--- src/rtl/riscv_ctrl_pkg.sv ---
// Shared encodings for the multi-cycle RISC-V controller: opcodes, FSM states,
// datapath select encodings and opcode classes.
package riscv_ctrl_pkg;

    localparam logic [6:0] OpcR      = 7'b0110011;
    localparam logic [6:0] OpcI      = 7'b0010011;
    localparam logic [6:0] OpcLoad   = 7'b0000011;
    localparam logic [6:0] OpcStore  = 7'b0100011;
    localparam logic [6:0] OpcBranch = 7'b1100011;
    localparam logic [6:0] OpcJal    = 7'b1101111;
    localparam logic [6:0] OpcLui    = 7'b0110111;

    typedef enum logic [3:0] {
        StRst    = 4'd0,
        StFetch  = 4'd1,
        StDecode = 4'd2,
        StExec   = 4'd3,
        StAddr   = 4'd4,
        StMem    = 4'd5,
        StWb     = 4'd6,
        StBranch = 4'd7,
        StJump   = 4'd8,
        StTrap   = 4'd9
    } state_e;

    typedef enum logic [1:0] {
        SrcAPc    = 2'b00,
        SrcARs1   = 2'b01,
        SrcAZero  = 2'b10,
        SrcAOldPc = 2'b11
    } alu_src_a_e;

    typedef enum logic [1:0] {
        SrcBRs2  = 2'b00,
        SrcBFour = 2'b01,
        SrcBImm  = 2'b10
    } alu_src_b_e;

    typedef enum logic [1:0] {
        M2rAluOut = 2'b00,
        M2rMdr    = 2'b01,
        M2rPc     = 2'b10
    } mem_to_reg_e;

    typedef enum logic [1:0] {
        PcSrcAlu    = 2'b00,
        PcSrcAluOut = 2'b01
    } pc_src_e;

    typedef enum logic [1:0] {
        AluAdd   = 2'b00,
        AluSub   = 2'b01,
        AluFunct = 2'b10
    } alu_op_e;

    typedef enum logic [2:0] {
        ClsR,
        ClsI,
        ClsLoad,
        ClsStore,
        ClsBranch,
        ClsJal,
        ClsLui,
        ClsIllegal
    } opc_class_e;

endpackage

--- src/rtl/riscv_opcode_classifier.sv ---
// Combinational opcode to instruction-class mapping; JAL/LUI are only
// recognised when SUPPORT_JUMP is set.
module riscv_opcode_classifier
    import riscv_ctrl_pkg::*;
#(
    parameter bit SUPPORT_JUMP = 1'b1
) (
    input  logic [6:0] opcode,
    output opc_class_e opc_class
);

    always_comb begin
        opc_class = ClsIllegal;
        case (opcode)
            OpcR:      opc_class = ClsR;
            OpcI:      opc_class = ClsI;
            OpcLoad:   opc_class = ClsLoad;
            OpcStore:  opc_class = ClsStore;
            OpcBranch: opc_class = ClsBranch;
            OpcJal:    opc_class = SUPPORT_JUMP ? ClsJal : ClsIllegal;
            OpcLui:    opc_class = SUPPORT_JUMP ? ClsLui : ClsIllegal;
            default:   opc_class = ClsIllegal;
        endcase
    end

endmodule

--- src/rtl/riscv_multicycle_ctrl.sv ---
// Multi-cycle RISC-V control FSM: sequences FETCH/DECODE/EXEC/MEM/WB, drives the
// shared-datapath selects and counts retired instructions.
module riscv_multicycle_ctrl
    import riscv_ctrl_pkg::*;
#(
    parameter int unsigned CNT_W        = 32,
    parameter bit          SUPPORT_JUMP = 1'b1
) (
    input  logic             clk,
    input  logic             rst_n,
    input  logic [6:0]       opcode,
    input  logic             instr_valid,
    input  logic             mem_ready,
    input  logic             zero,
    output logic             pc_write,
    output logic [1:0]       pc_src,
    output logic             ir_write,
    output logic             i_or_d,
    output logic             mem_read,
    output logic             mem_write,
    output logic [1:0]       alu_src_a,
    output logic [1:0]       alu_src_b,
    output logic [1:0]       alu_op,
    output logic [1:0]       mem_to_reg,
    output logic             reg_write,
    output logic             illegal_instr,
    output logic [CNT_W-1:0] instret,
    output logic [3:0]       state_dbg
);

    state_e           state_q, state_d;
    opc_class_e       cls_q, dec_cls;
    logic [CNT_W-1:0] instret_q;
    logic             retire;

    riscv_opcode_classifier #(
        .SUPPORT_JUMP(SUPPORT_JUMP)
    ) u_classifier (
        .opcode   (opcode),
        .opc_class(dec_cls)
    );

    always_ff @(posedge clk or negedge rst_n) begin
        if (!rst_n) begin
            state_q   <= StRst;
            cls_q     <= ClsIllegal;
            instret_q <= '0;
        end else begin
            state_q <= state_d;
            if (state_q == StDecode) cls_q <= dec_cls;
            if (retire) instret_q <= instret_q + CNT_W'(1);
        end
    end

    always_comb begin
        state_d = state_q;
        retire  = 1'b0;
        unique case (state_q)
            StRst:   state_d = StFetch;
            StFetch: if (instr_valid) state_d = StDecode;
            StDecode: begin
                case (dec_cls)
                    ClsR, ClsI, ClsLui: state_d = StExec;
                    ClsLoad, ClsStore:  state_d = StAddr;
                    ClsBranch:          state_d = StBranch;
                    ClsJal:             state_d = StJump;
                    default:            state_d = StTrap;
                endcase
            end
            StExec: state_d = StWb;
            StAddr: state_d = StMem;
            StMem: begin
                if (mem_ready) begin
                    if (cls_q == ClsLoad) begin
                        state_d = StWb;
                    end else begin
                        state_d = StFetch;
                        retire  = 1'b1;
                    end
                end
            end
            StWb, StBranch, StJump: begin
                state_d = StFetch;
                retire  = 1'b1;
            end
            StTrap:  state_d = StTrap;
            default: state_d = StRst;
        endcase
    end

    always_comb begin
        pc_write      = 1'b0;
        pc_src        = PcSrcAlu;
        ir_write      = 1'b0;
        i_or_d        = 1'b0;
        mem_read      = 1'b0;
        mem_write     = 1'b0;
        alu_src_a     = SrcAPc;
        alu_src_b     = SrcBRs2;
        alu_op        = AluAdd;
        mem_to_reg    = M2rAluOut;
        reg_write     = 1'b0;
        illegal_instr = 1'b0;
        unique case (state_q)
            StFetch: begin
                mem_read  = 1'b1;
                alu_src_b = SrcBFour;
                ir_write  = instr_valid;
                pc_write  = instr_valid;
            end
            // ALUOut captures the branch/jump target while the class is decoded
            StDecode: begin
                alu_src_a = SrcAOldPc;
                alu_src_b = SrcBImm;
            end
            StExec: begin
                alu_op = AluFunct;
                case (cls_q)
                    ClsR: begin
                        alu_src_a = SrcARs1;
                        alu_src_b = SrcBRs2;
                    end
                    ClsLui: begin
                        alu_src_a = SrcAZero;
                        alu_src_b = SrcBImm;
                        alu_op    = AluAdd;
                    end
                    default: begin
                        alu_src_a = SrcARs1;
                        alu_src_b = SrcBImm;
                    end
                endcase
            end
            StAddr: begin
                alu_src_a = SrcARs1;
                alu_src_b = SrcBImm;
            end
            StMem: begin
                i_or_d    = 1'b1;
                mem_read  = (cls_q == ClsLoad);
                mem_write = (cls_q == ClsStore);
            end
            StWb: begin
                reg_write  = 1'b1;
                mem_to_reg = (cls_q == ClsLoad) ? M2rMdr : M2rAluOut;
            end
            StBranch: begin
                alu_src_a = SrcARs1;
                alu_src_b = SrcBRs2;
                alu_op    = AluSub;
                pc_src    = PcSrcAluOut;
                pc_write  = zero;
            end
            StJump: begin
                pc_src     = PcSrcAluOut;
                pc_write   = 1'b1;
                reg_write  = 1'b1;
                mem_to_reg = M2rPc;
            end
            StTrap:  illegal_instr = 1'b1;
            default: ;
        endcase
    end

    assign instret   = instret_q;
    assign state_dbg = state_q;

endmodule

--- config.mk ---
export PLATFORM = sky130hd
export DESIGN_NAME = riscv_multicycle_ctrl
export DESIGN_NICKNAME = d
export VERILOG_FILES = /design/src/rtl/riscv_ctrl_pkg.sv /design/src/rtl/riscv_opcode_classifier.sv /design/src/rtl/riscv_multicycle_ctrl.sv
export SDC_FILE = /design/constraint.sdc
export NUM_CORES = 1
export LEC_CHECK = 0
export ABC_AREA = 1
export BUFFER_PORTS_ARGS = -buffer_cell sky130_fd_sc_hd__buf_2
export CORE_ASPECT_RATIO = 1.2
export CORE_UTILIZATION = 49
export CTS_CLUSTER_DIAMETER = 40
export DETAILED_ROUTE_END_ITERATION = 16
export PLACE_DENSITY = 0.81
export SLEW_MARGIN = 10
export SYNTH_ARGS = -nofsm -noshare
export SYNTH_HDL_FRONTEND = slang
export SYNTH_SLANG_ARGS = --single-unit
--- constraint.sdc ---
create_clock -name clk -period 1.9 [get_ports clk]
set_clock_uncertainty 0.2 [all_clocks]
set_input_delay 0.38 -clock clk [delete_from_list [all_inputs] [get_ports clk]]
set_output_delay 0.38 -clock clk [all_outputs]
set_load 0.05 [all_outputs]
==> Word-level counts from Yosys, hierarchy flattened <==
Cells that the tools add are included.
{ "word_totals": {"elab_cells": 68, "in_bits": 12, "reg_bits": 39, "output_inout_bits": 53} }
{ "op_classes": {"n_reduce_logical": 12, "addsub": 1, "eq_ne": 27, "muxes": 25} }
{ "op_table": {"columns": ["op", "n"], "rows": [
  ["adder 32 x 1 -> 32 bit, second input constant", 1],
  ["one-hot mux 4 bit (7 select lines)", 1],
  ["equality test 7 x 6 -> 1 bit, second input constant", 3],
  ["one-hot mux 3 bit (7 select lines)", 1],
  ["equality test 4 x 3 -> 1 bit, second input constant", 4],
  ["one-hot mux 4 bit (4 select lines)", 1],
  ["equality test 7 bit, second input constant", 2],
  ["equality test 3 x 2 -> 1 bit, second input constant", 4],
  ["equality test 3 bit, second input constant", 4],
  ["one-hot mux 2 bit (3 select lines)", 2],
  ["OR reduction 2 bit", 5],
  ["two-way mux 1 bit", 9],
  ["equality test 4 x 2 -> 1 bit, second input constant", 2],
  ["equality test 4 bit, second input constant", 2],
  ["two-way mux 4 bit", 2],
  ["one-hot mux 2 bit (2 select lines)", 2],
  ["equality test 7 x 2 -> 1 bit, second input constant", 1],
  ["equality test 7 x 5 -> 1 bit, second input constant", 1],
  ["logical NOT 3 bit", 2],
  ["two-way mux 2 bit", 3],
  ["OR reduction 3 bit", 2],
  ["equality test 4 x 1 -> 1 bit, second input constant", 1],
  ["logical NOT 4 bit", 1],
  ["!= test 2 bit, second input constant", 2],
  ["other kinds (6)", 7]
]} }

==> Depth between registers and ports, before layout <==
{ "depth": {"depth_word": 6, "depth_mapped": 10} }

==> Cells and area by module <==
Synthesis repeated with hierarchy kept, for this count alone.
{ "hier_totals": {"hier_cells": 380, "area_unflattened_um2": 2536.2} }
{ "by_module_without_submodules": {"columns": ["module", "area_per_inst_um2", "seq_area_each_um2", "cells_each", "instances"], "rows": [
  ["riscv_multicycle_ctrl", 2386.0, 979.7, 344, 1],
  ["riscv_opcode_classifier", 150.1, 0.0, 36, 1]
]} }

==> Least setup slack after synthesis <==
Ideal clock, no wire load.
{ "synth_path": {"kind": "register -> output", "startpoint": "register state_q[0], in the netlist state_dbg[0]", "endpoint": "output mem_write", "n_path_buf": 0, "t_arrival_ns": 2.518, "setup_slack_ns": -1.198, "stages_incl_launch_ff": 5, "required_time_ns": 1.320, "path_cell_list": "dfrtp_1 inv_2 nor2_2 nand2_1 nor4_1"} }
{ "synth_between": {"elab_chain_len": 2} }
{ "synth_rtl": {"columns": ["element", "line", "text"], "rows": [
  ["start: declaration", "riscv_multicycle_ctrl.sv:31", "state_e state_q, state_d;"],
  ["start signal: assignment", "riscv_multicycle_ctrl.sv:45", "state_q <= StRst;"],
  ["start signal: assignment", "riscv_multicycle_ctrl.sv:49", "state_q <= state_d;"],
  ["equality test 4 x 3 -> 1 bit", "riscv_multicycle_ctrl.sv:104", "unique case (state_q)"],
  ["two-way mux 1 bit", "riscv_multicycle_ctrl.sv:104", null],
  ["end: declaration", "riscv_multicycle_ctrl.sv:20", "output logic mem_write,"]
]} }
No other way between the ends.

==> Final worst setup path <==
{ "layout_path": {"startpoint": "register cls_q[1]", "endpoint": "output alu_src_a[0]"} }
{ "layout_between": {"elab_chain_len": 3} }
{ "layout_rtl": {"columns": ["element", "line", "text"], "rows": [
  ["start: declaration", "riscv_multicycle_ctrl.sv:32", "opc_class_e cls_q, dec_cls;"],
  ["start signal: assignment", "riscv_multicycle_ctrl.sv:46", "cls_q <= ClsIllegal;"],
  ["start signal: assignment", "riscv_multicycle_ctrl.sv:50", "if (state_q == StDecode) cls_q <= dec_cls;"],
  ["equality test 3 bit", "riscv_multicycle_ctrl.sv:118", "case (cls_q)"],
  ["two-way mux 2 bit", "riscv_multicycle_ctrl.sv:118", null],
  ["one-hot mux 2 bit (3 select lines)", "riscv_multicycle_ctrl.sv:104", null],
  ["end: declaration", "riscv_multicycle_ctrl.sv:21", "output logic [1:0] alu_src_a,"]
]} }
No other way between the ends.

==> summary.txt <==
Pwr
  • P_int: 2.57 mW
  • Peak supply drop: 1.43 mV
  • Leakage Power: 2.03 nW
  • Switching Power: 2.79 mW
  • Pwr/cell area: 1320 mW/mm²
  • Clock network power share: 10.2%
  • Sequential power share: 23.2%
  • Combinational fraction of design power: 66.6%
  • Total power draw: 5.36 mW
  • Sw Ratio: 52.1%

Timing
  • Max-slew violation total from the final report: 0
  • Final setup viols: 48
  • RSZ-0062 raised after global routing: true
  • Max Freq: 0.443 GHz
  • Fin crit share: 119%
  • Worst Slack Setup Final: -0.359 ns
  • Fin crit period: 2.26 ns
  • Setup TNS: -7.71 ns
  • Final Hold Fails: 0

Synth
  • Post-Syn Nets: 443
  • Sequential area share after synthesis: 36.1%
  • Yosys synthesis warning count: 0
  • Unique masters post-synth: 28
  • Mapped Area: 0.00271 mm²
  • Syn Area/Cell: 6.31 µm²
  • Yosys reg bits: 39
  • Synth Instances: 430

Detailed routing
  • DRC: 0
  • Starting DRC count in detailed routing: 308
  • Via density: 5.48
  • Metal1 wirelength: 3630 µm
  • Met2 WL: 5020 µm
  • Post-DRT Antenna Nets: 0
  • DR pass1 iterations: 7
  • Highest routed layer: met4
  • Vias: 3255
  • Met3 wire length: 506 µm
  • Wire per inst: 16.4 µm
  • WL final: 9750 µm

Final layout
  • Fillcell total: 375
  • Commonest cells after routing, fill and taps aside: nand2_1, nor2_1, buf_2
  • Final Cell Area: 0.00407 mm²
  • Antenna Cells: 0
  • Layout area overhead: 50.0%
  • Non-Filler Instances: 594
  • Ratio of cells with drive above 1 in the final layout: 37.6%
  • Commonest non-fill, non-tap cell in the layout: nand2_1
  • Layout Nets: 546

Worst setup path
  • Critical path capture point type: output pin
  • Crit-path cells: inv_2, nor3_2, buf_4, nor2_4, nor3b_2, nand2_2, buf_8
  • Crit Path Max Fanout: 3
  • Cell family with most CP delay: flip-flops
  • Worst R2R Start: state_dbg[3]
  • Worst reg-to-reg path cell count: 9
  • Crit path DAT: 1.68 ns
  • Reg2reg setup slack: -0.17 ns
  • Worst path buffer plus inverter count: 3
  • Worst Setup Start Kind: flip-flop
  • Max stage delay on crit path: 0.55 ns
  • Critical path's slowest cell: dfstp_2
  • WP data required: 1.32 ns
  • WS Path Type: flip-flop to output pin
  • Reg2reg end: instret[6]

Job
  • Max_cap viols: 0

Die
  • Die Height: 83.5 µm
  • Starting Density: 51.2%
  • # IOs: 65
  • CORE AREA: 0.00530 mm²
  • FP Rows: 29
  • Die area: 0.00584 mm²
  • Die width: 69.9 µm

Clocking
  • Clock sinks: 39
  • Clock root buffer: clkbuf_8
  • Num CTS Buffers: 5
  • CTS H-tree depth: 2
  • TritonCTS clock tree: built
  • Clock buffer depth: 2
  • Clock-pin transition on the worst setup and hold timing paths: 0.09 ns
  • Clk_lat worst skew: 0.31 ns

Global routing
  • Vias in the first global route: 3042
  • Aggregate global routing overflow: 0
  • Gr usage total: 30.1%
  • Pin count of the biggest net entering global routing: 28
  • Antenna violations before repair: 0
  • First-pass GRT wire length: 13800 µm

Status
  • Status: finished, violations left
  • Failing checks: negative setup slack

Min path
  • Hold Path Cell Cnt: 3
  • Hold crit path type: input pin to flip-flop
  • Hold Crit Endpoint: state_dbg[2]
  • Min-delay src: mem_ready

Placed design
  • Placer Congestion: 0.950
  • Dpl hpwl: 5840 µm
  • Number of port buffers: 63
  • Placed cell areas: 0.00336 mm²
  • Placed Cells incl. Taps: 570
-- metrics by stage --
stage / utilization (%) / setup WS (ns) / hold WS (ns)
2_1_floorplan: - / -0.379 / -0.116
3_3_place_gp: 63.5 / -0.0365 / 0.141
3_5_place_dp: 63.5 / -0.0617 / 0.146
4_1_cts: 69.3 / -0.285 / 0.167
5_1_grt: 76.8 / -0.417 / 0.190
6_report: 76.8 / -0.359 / 0.174
-- routing by layer --
layer  track usage (%)  vias up
li1                  -     1548
met1              33.7     1515
met2              54.7      143
met3              3.99       49
met4              15.6        0
met5                 0        -
-- logic make-up (layout without fill, tap and decap cells) --
| kind of cell | Yosys count | after routing | share of synthesized area (%) |
|---|---|---|---|
| fa+ha+maj | 1 | 1 | 0.461 |
| compound gates | 28 | 28 | 5.49 |
| simple gates | 294 | 294 | 45.0 |
| flops | 39 | 39 | 36.1 |
| other cells | 1 | 1 | 0.138 |
| buf+inv | 54 | 156 | 8.58 |
| xor+xnor | 13 | 13 | 4.20 |
-- final cells by class --
| type | count | area [µm²] | share of cell area (%) |
|---|---|---|---|
| Clock buffer | 6 | 72.6 | 1.78 |
| Tap cell | 62 | 77.6 | 1.91 |
| Inverter | 47 | 193 | 4.74 |
| Multi-Input combinational cell | 337 | 1860 | 45.7 |
| Sequential cell | 39 | 986 | 24.2 |
| Timing Repair Buffer | 103 | 881 | 21.7 |
-- cells in the mapped netlist --
master    instances  share of area [%]
xnor2_1           2               0.65
o21ai_0          20                3.7
nand2_2           1               0.23
a21oi_1           2               0.37
buf_4             1               0.28
or2_2             2               0.46
nor3_4            1               0.60
nor3b_1           1               0.28
buf_6             3                1.2
buf_2             3               0.55
o21ai_1           3               0.55
inv_2             1               0.14
nand3_1          20                3.7
nand3b_1          9                2.5
nor2_1           63                8.7
inv_1            46                6.4
nor2_2            3               0.69
dfstp_2           3                2.9
nor4_1            3               0.69
xor2_1           11                3.6
a211o_1           1               0.32
dfrtp_1          36                 33
ha_1              1               0.46
nor3_1           15                2.8
conb_1            1               0.14
a41oi_1           1               0.32
nand2_1         176                 24
a31oi_1           1               0.23
-- power by group through the flow --
stage / Combinational [mW] / Clock, mW / Sequential [mW]
3_3_place_gp: 2.41 / 0 / 1.18
2_1_floorplan: 1.36 / 0 / 1.62
4_1_cts: 2.83 / 0.538 / 1.19
6_report: 3.57 / 0.546 / 1.24
3_5_place_dp: 2.45 / 0 / 1.19
5_1_grt: 3.70 / 0.580 / 1.26
-- how the worst max path moves through the flow --
stage | startpoint | end | slack, ns | cells after the start
2_1_floorplan | state_dbg[2] | alu_src_a[0] | -0.38 | 6
3_3_place_gp | cls_q[2] | alu_src_a[0] | -0.04 | 7
3_5_place_dp | cls_q[2] | alu_src_a[0] | -0.06 | 7
4_1_cts | cls_q[1] | alu_src_a[0] | -0.28 | 7
5_1_grt | cls_q[1] | alu_src_a[0] | -0.42 | 7
6_report | cls_q[1] | alu_src_a[0] | -0.36 | 7
-- flip-flops by register name, indices dropped and copies added (netlist names) --
| register | count |
|---|---|
| state_dbg | 4 |
| cls_q | 3 |
| instret | 32 |
-- worst reg2reg max path: cells and delay by family, from the launching register on --
family / cells / cell delay (ns)
AND/OR/NAND/NOR: 5 / 0.73
flip-flops: 1 / 0.45
buffers and inverters: 3 / 0.41
XOR/XNOR: 1 / 0.15
-- repair_timing --
action / CTS / global route
endpoints found under the hold margin: 18 / 0
resized for setup: 56 / 77
pin swaps: 8 / 20
cloned: 0 / 4
endpoints found under the setup margin: 16 / 49
buffers inserted: 7 / 6
hold buffers: 1 / 0
Note: power is estimated with default switching activity, not from simulation.
